<file path="src/rtl/lzc_pipe.sv">
// Two-stage leading/trailing zero/one counter with normalisation and tag pass-through.
// Stage 1 counts inside 16-bit segments; stage 2 merges segments and registers the outputs.
module lzc_pipe #(
    parameter int WIDTH = 64,
    parameter int TAGW  = 4
) (
    input  logic                       CLK,
    input  logic                       RESET_n,
    input  logic                       FLUSH,
    input  logic                       in_valid,
    output logic                       in_ready,
    input  logic [WIDTH-1:0]           In,
    input  logic [1:0]                 MODE,
    input  logic [TAGW-1:0]            TAG,
    output logic                       out_valid,
    input  logic                       out_ready,
    output logic [$clog2(WIDTH)-1:0]   R,
    output logic                       All_0,
    output logic [WIDTH-1:0]           Norm,
    output logic [TAGW-1:0]            TAG_out,
    output logic                       BUSY
);

    localparam int CW   = $clog2(WIDTH);
    localparam int NSEG = WIDTH / 16;

    // Handshake: a transfer happens on a rising edge where valid && ready;
    // valid may not depend on ready, and a stalled output holds all its fields.

    // Run of target bits from the segment's leading (MSB) or trailing (LSB) end; 16 = whole segment.
    function automatic logic [4:0] seg_count(input logic [15:0] s, input logic tgt, input logic lead);
        logic [15:0] x;
        logic [4:0]  c;
        logic        run;
        for (int i = 0; i < 16; i++) x[i] = lead ? s[i] : s[15-i];
        c   = 5'd0;
        run = 1'b1;
        for (int i = 15; i >= 0; i--) begin
            if (run && (x[i] == tgt)) c = c + 5'd1;
            else                      run = 1'b0;
        end
        return c;
    endfunction

    logic                       s1_valid_q, s1_valid_d;
    logic [NSEG-1:0][3:0]       s1_cnt_q, s1_cnt_d;
    logic [NSEG-1:0]            s1_all_q, s1_all_d;
    logic [WIDTH-1:0]           s1_op_q;
    logic [1:0]                 s1_mode_q;
    logic [TAGW-1:0]            s1_tag_q;

    logic                       ov_q, ov_d;
    logic [CW-1:0]              r_q, r_d;
    logic                       all0_q, all0_d;
    logic [WIDTH-1:0]           norm_q, norm_d;
    logic [TAGW-1:0]            tag_q;

    logic                       s2_accept, accept_in, s1_adv;
    logic [CW-1:0]              acc_lead, acc_trail, acc;
    logic                       done_lead, done_trail;

    assign s2_accept = !ov_q || out_ready;
    assign in_ready  = !FLUSH && (!s1_valid_q || s2_accept);
    assign accept_in = in_valid && in_ready;
    assign s1_adv    = s1_valid_q && s2_accept;

    always_comb begin
        s1_cnt_d = '0;
        s1_all_d = '0;
        for (int s = 0; s < NSEG; s++) begin
            {s1_all_d[s], s1_cnt_d[s]} = seg_count(In[s*16 +: 16], MODE[0], !MODE[1]);
        end
    end

    always_comb begin
        s1_valid_d = s1_valid_q;
        ov_d       = ov_q;
        if (FLUSH) begin
            s1_valid_d = 1'b0;
            ov_d       = 1'b0;
        end else begin
            if (accept_in)   s1_valid_d = 1'b1;
            else if (s1_adv) s1_valid_d = 1'b0;
            if (s1_adv)         ov_d = 1'b1;
            else if (out_ready) ov_d = 1'b0;
        end
    end

    // Whole-segment matches add 16 until the first partial segment; overflow only when all match.
    always_comb begin
        acc_lead   = '0;
        done_lead  = 1'b0;
        acc_trail  = '0;
        done_trail = 1'b0;
        for (int j = NSEG - 1; j >= 0; j--) begin
            if (!done_lead) begin
                if (s1_all_q[j]) acc_lead = acc_lead + CW'(16);
                else begin
                    acc_lead  = acc_lead + CW'(s1_cnt_q[j]);
                    done_lead = 1'b1;
                end
            end
        end
        for (int j = 0; j < NSEG; j++) begin
            if (!done_trail) begin
                if (s1_all_q[j]) acc_trail = acc_trail + CW'(16);
                else begin
                    acc_trail  = acc_trail + CW'(s1_cnt_q[j]);
                    done_trail = 1'b1;
                end
            end
        end
        acc    = s1_mode_q[1] ? acc_trail : acc_lead;
        all0_d = &s1_all_q;
        r_d    = all0_d ? '1 : acc;
        norm_d = '0;
        if (!all0_d) norm_d = s1_mode_q[1] ? (s1_op_q >> acc) : (s1_op_q << acc);
    end

    always_ff @(posedge CLK or negedge RESET_n) begin
        if (!RESET_n) begin
            s1_valid_q <= 1'b0;
            s1_cnt_q   <= '0;
            s1_all_q   <= '0;
            s1_op_q    <= '0;
            s1_mode_q  <= '0;
            s1_tag_q   <= '0;
            ov_q       <= 1'b0;
            r_q        <= '0;
            all0_q     <= 1'b0;
            norm_q     <= '0;
            tag_q      <= '0;
        end else begin
            s1_valid_q <= s1_valid_d;
            ov_q       <= ov_d;
            if (accept_in) begin
                s1_cnt_q  <= s1_cnt_d;
                s1_all_q  <= s1_all_d;
                s1_op_q   <= In;
                s1_mode_q <= MODE;
                s1_tag_q  <= TAG;
            end
            if (s1_adv && !FLUSH) begin
                r_q    <= r_d;
                all0_q <= all0_d;
                norm_q <= norm_d;
                tag_q  <= s1_tag_q;
            end
        end
    end

    assign out_valid = ov_q;
    assign R         = r_q;
    assign All_0     = all0_q;
    assign Norm      = norm_q;
    assign TAG_out   = tag_q;
    assign BUSY      = s1_valid_q || ov_q;

endmodule

</file>
<file path="config.mk">
export PLATFORM = sky130hd
export DESIGN_NAME = lzc_pipe
export DESIGN_NICKNAME = d
export VERILOG_FILES = /design/src/rtl/lzc_pipe.sv
export SDC_FILE = /design/constraint.sdc
export NUM_CORES = 1
export LEC_CHECK = 0
export CAP_MARGIN = 40
export CORE_ASPECT_RATIO = 0.8
export CORE_UTILIZATION = 25
export DETAILED_ROUTE_END_ITERATION = 10
export PLACE_DENSITY_LB_ADDON = 0.05
export RECOVER_POWER = 50
export SYNTH_ARGS = -nofsm -noshare
export SYNTH_HDL_FRONTEND = slang
export SYNTH_SLANG_ARGS = --single-unit
export TNS_END_PERCENT = 100
</file>
<file path="constraint.sdc">
create_clock -name CLK -period 7.1 [get_ports CLK]
set_clock_uncertainty 0.05 [all_clocks]
set_input_delay 1.42 -clock CLK [delete_from_list [all_inputs] [get_ports CLK]]
set_output_delay 1.42 -clock CLK [all_outputs]
set_load 0.02 [all_outputs]
</file>
; ---- After elaboration in Yosys (flattened, before gate mapping)
; Cells that the tools add are included.
[totals]
regBits = 167
out_inout_bits = 78
elab_cells = 447
[op_classes]
add_sub_neg = 72
eq_ne = 64
shifts = 2
mux = 222
n_reduce_logical = 73
[op_table]
columns = op, n
row1 = 5-bit 2-to-1 mux, 61
row2 = 5-bit by 1-bit adder with 5-bit output (second input constant), 59
row3 = 1-bit 2-to-1 mux, 144
row4 = 64-bit 2-to-1 mux, 2
row5 = 6-bit 2-to-1 mux, 14
row6 = 1-bit == test, 64
row7 = 1-bit logical AND, 64
row8 = 64-bit by 6-bit left shift with 64-bit output, 1
row9 = 64-bit by 6-bit >> shifter with 64-bit output, 1
row10 = 6-bit by 4-bit adder with 6-bit output, 6
row11 = 6-bit by 5-bit adder with 6-bit output (second input constant), 6
row12 = 3-bit nonzero test, 2
row13 = 4-bit AND reduction, 1
row14 = 1-bit logical NOT, 3
row15 = 1-bit logical OR, 3
row16 = 1-bit by 1-bit adder with 2-bit output (second input constant), 1
row17 = 2-bit 2-to-1 mux, 1

; ---- Logic depth before layout (Yosys ltp)
[logic_depth]
depth_word = 33
ltp_mapped = 47
depth_no_buf = 40

; ---- Least setup slack after synthesis
; No wires, ideal clock.
[synth_timing]
kind = input -> register
from = input port MODE[1]
to = register s1_all_q[1]
setup_ns = 0.133
t_arrival_ns = 8.984
required_ns = 6.917
slack_ns = -2.067
cell_stages = 45
cell_sequence = buf_6 -> buf_6 -> buf_6 -> buf_6 -> buf_4 -> buf_2 -> buf_2 -> mux2i_1 -> xnor2_1 -> o21ai_0 -> a21oi_1 -> ha_1 -> nor2_1 -> nor2_1 -> ha_1 -> a31oi_1 -> inv_1 -> ha_1 -> [... 9 more ...] -> ha_1 -> mux2_2 -> mux2_2 -> ha_1 -> a21oi_1 -> a21oi_1 -> mux2_2 -> ha_1 -> nand2_1 -> a21boi_0 -> ha_1 -> and2_1 -> maj3_1 -> nand2_1 -> mux2_2 -> o2bb2ai_1 -> xnor2_1 -> o21ai_1
[synth_between]
elab_chain_len = 33
word_cells_on_any_way = 93
[synth_rtl]
columns = item, line_no
row1 = start: declaration, 13  ; input logic [1:0] MODE,
row2 = 1-bit 2-to-1 mux, 35  ; for (int i = 0; i < 16; i++) x[i] = lead ? s[i] : s[15-i];
row3 = 1-bit == test, 39  ; if (run && (x[i] == tgt)) c = c + 5'd1;
row4 = 1-bit 2-to-1 mux, 39
row5 = 5-bit by 1-bit adder with 5-bit output / 1-bit logical AND (equally long branches), 39
row6 = 5-bit 2-to-1 mux / 1-bit 2-to-1 mux (equally long branches), 39
row7 = 5-bit by 1-bit adder with 5-bit output / 1-bit logical AND (equally long branches), 39
row8 = 5-bit 2-to-1 mux / 1-bit 2-to-1 mux (equally long branches), 39
row9 = 5-bit by 1-bit adder with 5-bit output / 1-bit logical AND (equally long branches), 39
row10 = [... 17 more ...], n/a
row11 = 5-bit by 1-bit adder with 5-bit output / 1-bit logical AND (equally long branches), 39
row12 = 5-bit 2-to-1 mux / 1-bit 2-to-1 mux (equally long branches), 39
row13 = 5-bit by 1-bit adder with 5-bit output / 1-bit logical AND (equally long branches), 39
row14 = 5-bit 2-to-1 mux / 1-bit 2-to-1 mux (equally long branches), 39
row15 = 5-bit by 1-bit adder with 5-bit output / 1-bit logical AND (equally long branches), 39
row16 = 5-bit 2-to-1 mux / 1-bit 2-to-1 mux (equally long branches), 39
row17 = 5-bit by 1-bit adder with 5-bit output / 1-bit logical AND (equally long branches), 39
row18 = 5-bit 2-to-1 mux *, 39
row19 = end signal: assignment, 138  ; s1_all_q <= s1_all_d;
row20 = end: declaration, 47  ; logic [NSEG-1:0] s1_all_q, s1_all_d;
; Every way passes the cells marked *; elsewhere a longest branch is shown, timed or not.
; A chain may end at the register's enable or synchronous reset.

; ---- Final worst setup path
[layout_timing]
from = input port MODE[0]
to = register s1_all_q[2]
[layout_between]
elab_chain_len = 32
word_cells_on_any_way = 77
[layout_rtl]
columns = item, line_no
row1 = 1-bit == test, 39
row2 = 1-bit 2-to-1 mux, 39
row3 = 5-bit by 1-bit adder with 5-bit output / 1-bit logical AND (equally long branches), 39
row4 = 5-bit 2-to-1 mux / 1-bit 2-to-1 mux (equally long branches), 39
row5 = 5-bit by 1-bit adder with 5-bit output / 1-bit logical AND (equally long branches), 39
row6 = 5-bit 2-to-1 mux / 1-bit 2-to-1 mux (equally long branches), 39
row7 = 5-bit by 1-bit adder with 5-bit output / 1-bit logical AND (equally long branches), 39
row8 = 5-bit 2-to-1 mux / 1-bit 2-to-1 mux (equally long branches), 39
row9 = [... 16 more ...], n/a
row10 = 5-bit by 1-bit adder with 5-bit output / 1-bit logical AND (equally long branches), 39
row11 = 5-bit 2-to-1 mux / 1-bit 2-to-1 mux (equally long branches), 39
row12 = 5-bit by 1-bit adder with 5-bit output / 1-bit logical AND (equally long branches), 39
row13 = 5-bit 2-to-1 mux / 1-bit 2-to-1 mux (equally long branches), 39
row14 = 5-bit by 1-bit adder with 5-bit output / 1-bit logical AND (equally long branches), 39
row15 = 5-bit 2-to-1 mux / 1-bit 2-to-1 mux (equally long branches), 39
row16 = 5-bit by 1-bit adder with 5-bit output / 1-bit logical AND (equally long branches), 39
row17 = 5-bit 2-to-1 mux *, 39
; Marked as above.

==> impl_metrics.ini <==
[worst_setup_path]
cp_data_required_time_ns = 7.42
setup.worst_path.end_class = flip-flop
crit_path_top_delay_cell = or4b_1
path_buf_inv = 4
cp_max_fo = 6
path_class = primary input to flip-flop
crit_path_max_incr_delay_ns = 0.52
crit_top_cell = ha_4
cp_top_family = adder cells
critPathLaunchType = primary input
arrival_ns = 7.89

[place]
dp.cells = 4578
pre_cts_slack_ns = -1.64
gp_congestion = 0.945
portBuffers = 152
placement.cell_area_mm2 = 0.0285
hpwl_um = 85700

[global_routing]
antenna_found_initial = 0
grt_max_degree = 121
track_usage_pct = 23.3
grt_pass1_vias = 24200
grt_overflow = 0
grt_pass1_wl_um = 157000

[final_layout]
seq_area_mm2 = 0.00416
drive_gt1_share_pct = 26.4
multi_input_area_mm2 = 0.0180
fin_area_mm2 = 0.0304
fin_nets = 3611
fill_cells = 9220
final_cell_mix = 483 x buf_4, 370 x nor2_1, 336 x nand2_1
final_cells = 4656
final_common_cell = buf_4
area_growth_pct = 36.9

[logic_synthesis]
seq_area_frac_synth_pct = 18.7
synthDominantCellAreaShare_pct = 18.7
yosys.area.top_type = dfrtp_1
yosysUniqueCellTypes = 102
synthesis.area_mm2 = 0.0222
syn_area_per_cell_um2 = 7.49
yosysWarnings = 0
synth_async_sr_flop_share_pct = 100
ys.flop_type = dfrtp_1
synthTopCellsByArea = dfrtp_1 19%, mux2i_1 13%, nor2_1 6.4%
synth_edf_count = 0
synth_cells = 2962
ys_ff_latch = 166
synth_nets = 3119

[cts]
cts_buffers = 17
cts_num_sinks = 166
cts.clk_slew.worst_paths_ns = 0.08
htree_levels = 4
clock_latency_ns = 0.51
cts_max_path_buffers = 2
cts_tree = done
ctsRootBufferMaster = clkbuf_16
cts.hold.buffers_added = 0

[sta]
fin_crit_sh_pct = 107
max_slew_margin_pct = -201
tightest_slew_ns = 4.52
slew_violations = 150
layout_setup_ws_ns = -0.471
setup_tns_ns = -2.34
rsz0062_at_grt = true
fmax_mhz = 132
period_needed_ns = 7.57
hold_violations = 0
setup_violations = 8

[drt]
wl_um = 106000
route.detailed.drc = 0
vias = 24400
firstDrtPassIters = 5
ant_nets = 0
drtIter0Drc = 1886
routedWlPerCell_um = 22.7
via_per_inst = 5.23

[power_and_ir_drop]
powerDensity_mw_per_mm2 = 254
leakagePower_uw = 0.0134
irDropWorstVdd_mv = 0.187

[worst_hold_path]
hp-class = flip-flop to flip-flop

[flow_run]
drv_cap = 2

[status]
status = finished, violations left
violations = capacitance limit, slew limit, setup timing

[floorplanning]
fp.dieArea_mm2 = 0.0899
core-area_mm2 = 0.0877
initial_core_util_pct = 25.3
io_pins = 153
die_w_um = 335
fp.dieH_um = 268
row_count = 97
==> power by group <==
group / switching (uW) / internal [uW] / total, uW
combinational: 3080 / 2170 / 5250
clock: 528 / 507 / 1040
sequential: 235 / 1190 / 1420
==> registers in the layout, indices dropped and copies added (netlist names) <==
signal,flops
Norm,64
TAG_out,4
s1_valid_q,1
out_valid,1
R,6
s1_op_q,64
s1_cnt_q,16
s1_tag_q,4
s1_mode_q,1
s1_all_q,4
All_0,1
==> through the flow <==
| step | hold WS [ns] | util, % | power, uW |
|---|---|---|---|
| floorplan | 0.383 | - | 3980 |
| global placement | 0.409 | 32.4 | 6430 |
| detailed placement | 0.413 | 32.4 | 6410 |
| CTS | 0.431 | 33.9 | 7580 |
| global route | 0.453 | 34.6 | 8170 |
| finish | 0.427 | 34.6 | 7710 |
==> logic make-up (layout without fill, tap and decap cells) <==
kind of cell | count (synthesis) | in the layout | share of synthesized area [%]
buffers and inverters | 272 | 777 | 5.10
adder cells (fa/ha/maj) | 90 | 90 | 5.20
AND/OR/NAND/NOR | 1143 | 1143 | 23.5
multiplexers | 416 | 416 | 20.1
XOR/XNOR | 142 | 142 | 6.58
flip-flops | 166 | 166 | 18.7
other | 0 | 1 | 0
AO/OA/AOI/OAI | 733 | 733 | 20.8
==> cells in the mapped netlist, types with 9 or more instances <==
library cell    n
xor2_1         20
buf_2          25
inv_1          73
a21oi_1       241
and2_1         38
nand3_1        56
mux4_2          9
dfrtp_1       166
a22o_1         24
clkbuf_1      116
or3_1          25
nor3_1        132
nand4_1         9
buf_1          44
or2_2          19
and3_1         29
ha_1           76
a22oi_1        10
a31oi_1        37
o211ai_1       13
mux2_2        107
o22ai_1        23
a211oi_1       64
nor2b_1        23
mux2i_1       295
nor2_1        381
nand2b_1       25
a221oi_1       14
xnor2_1       102
nand2_1       349
a21o_1         27
o21ai_0       164
a311oi_1       12
o21a_1         12
==> worst reg2reg max path, delay by kind of cell, from the launching register on <==
family,cells,cell delay (ns)
adder cells (fa/ha/maj),4,1.54
multiplexers,4,1.22
AND/OR/NAND/NOR,4,0.86
AO/OA/AOI/OAI,7,1.29
flip-flops,1,0.44
buffers and inverters,9,1.29
==> repair_timing <==
action,in CTS,in global routing
buffers inserted,30,16
gates resized for setup,131,114
gates cloned,2,1
endpoints found under the setup margin,16,32
pin swaps,95,103
==> metal layers <==
layer	track usage (%)	wire length, um	up-vias
li1	-	-	11700
met1	33.1	51100	12000
met2	35.8	46100	633
met3	4.81	6620	85
met4	5.34	2030	0
met5	0	0	-
==> area by class of cell <==
type                       count  share of cell area, %
tap                         1188                   4.90
sequential                   166                   13.7
multi-input combinational   2524                   59.4
clock buffer                  17                   1.40
timing repair buffer         671                   19.0
clock inverter                15                  0.614
antenna                        1                0.00825
inverter                      74                  0.952
==> final timing paths <==
kind / start / end / slack (ns) / cells after the start
worst max register to register: s1_all_q[3] / Norm[53] / 0.31 / 28
worst max-delay path: MODE[0] / s1_all_q[2] / -0.47 / 38
worst min register to register: Norm[56] / Norm[56] / 0.43 / 2
max in group asynchronous: RESET_n / s1_mode_q[1] / 1.06 / 2
min in group asynchronous: RESET_n / Norm[54] / 2.46 / 1
worst min-delay path: Norm[56] / Norm[56] / 0.43 / 2
Note: power is estimated with default switching activity, not from simulation.
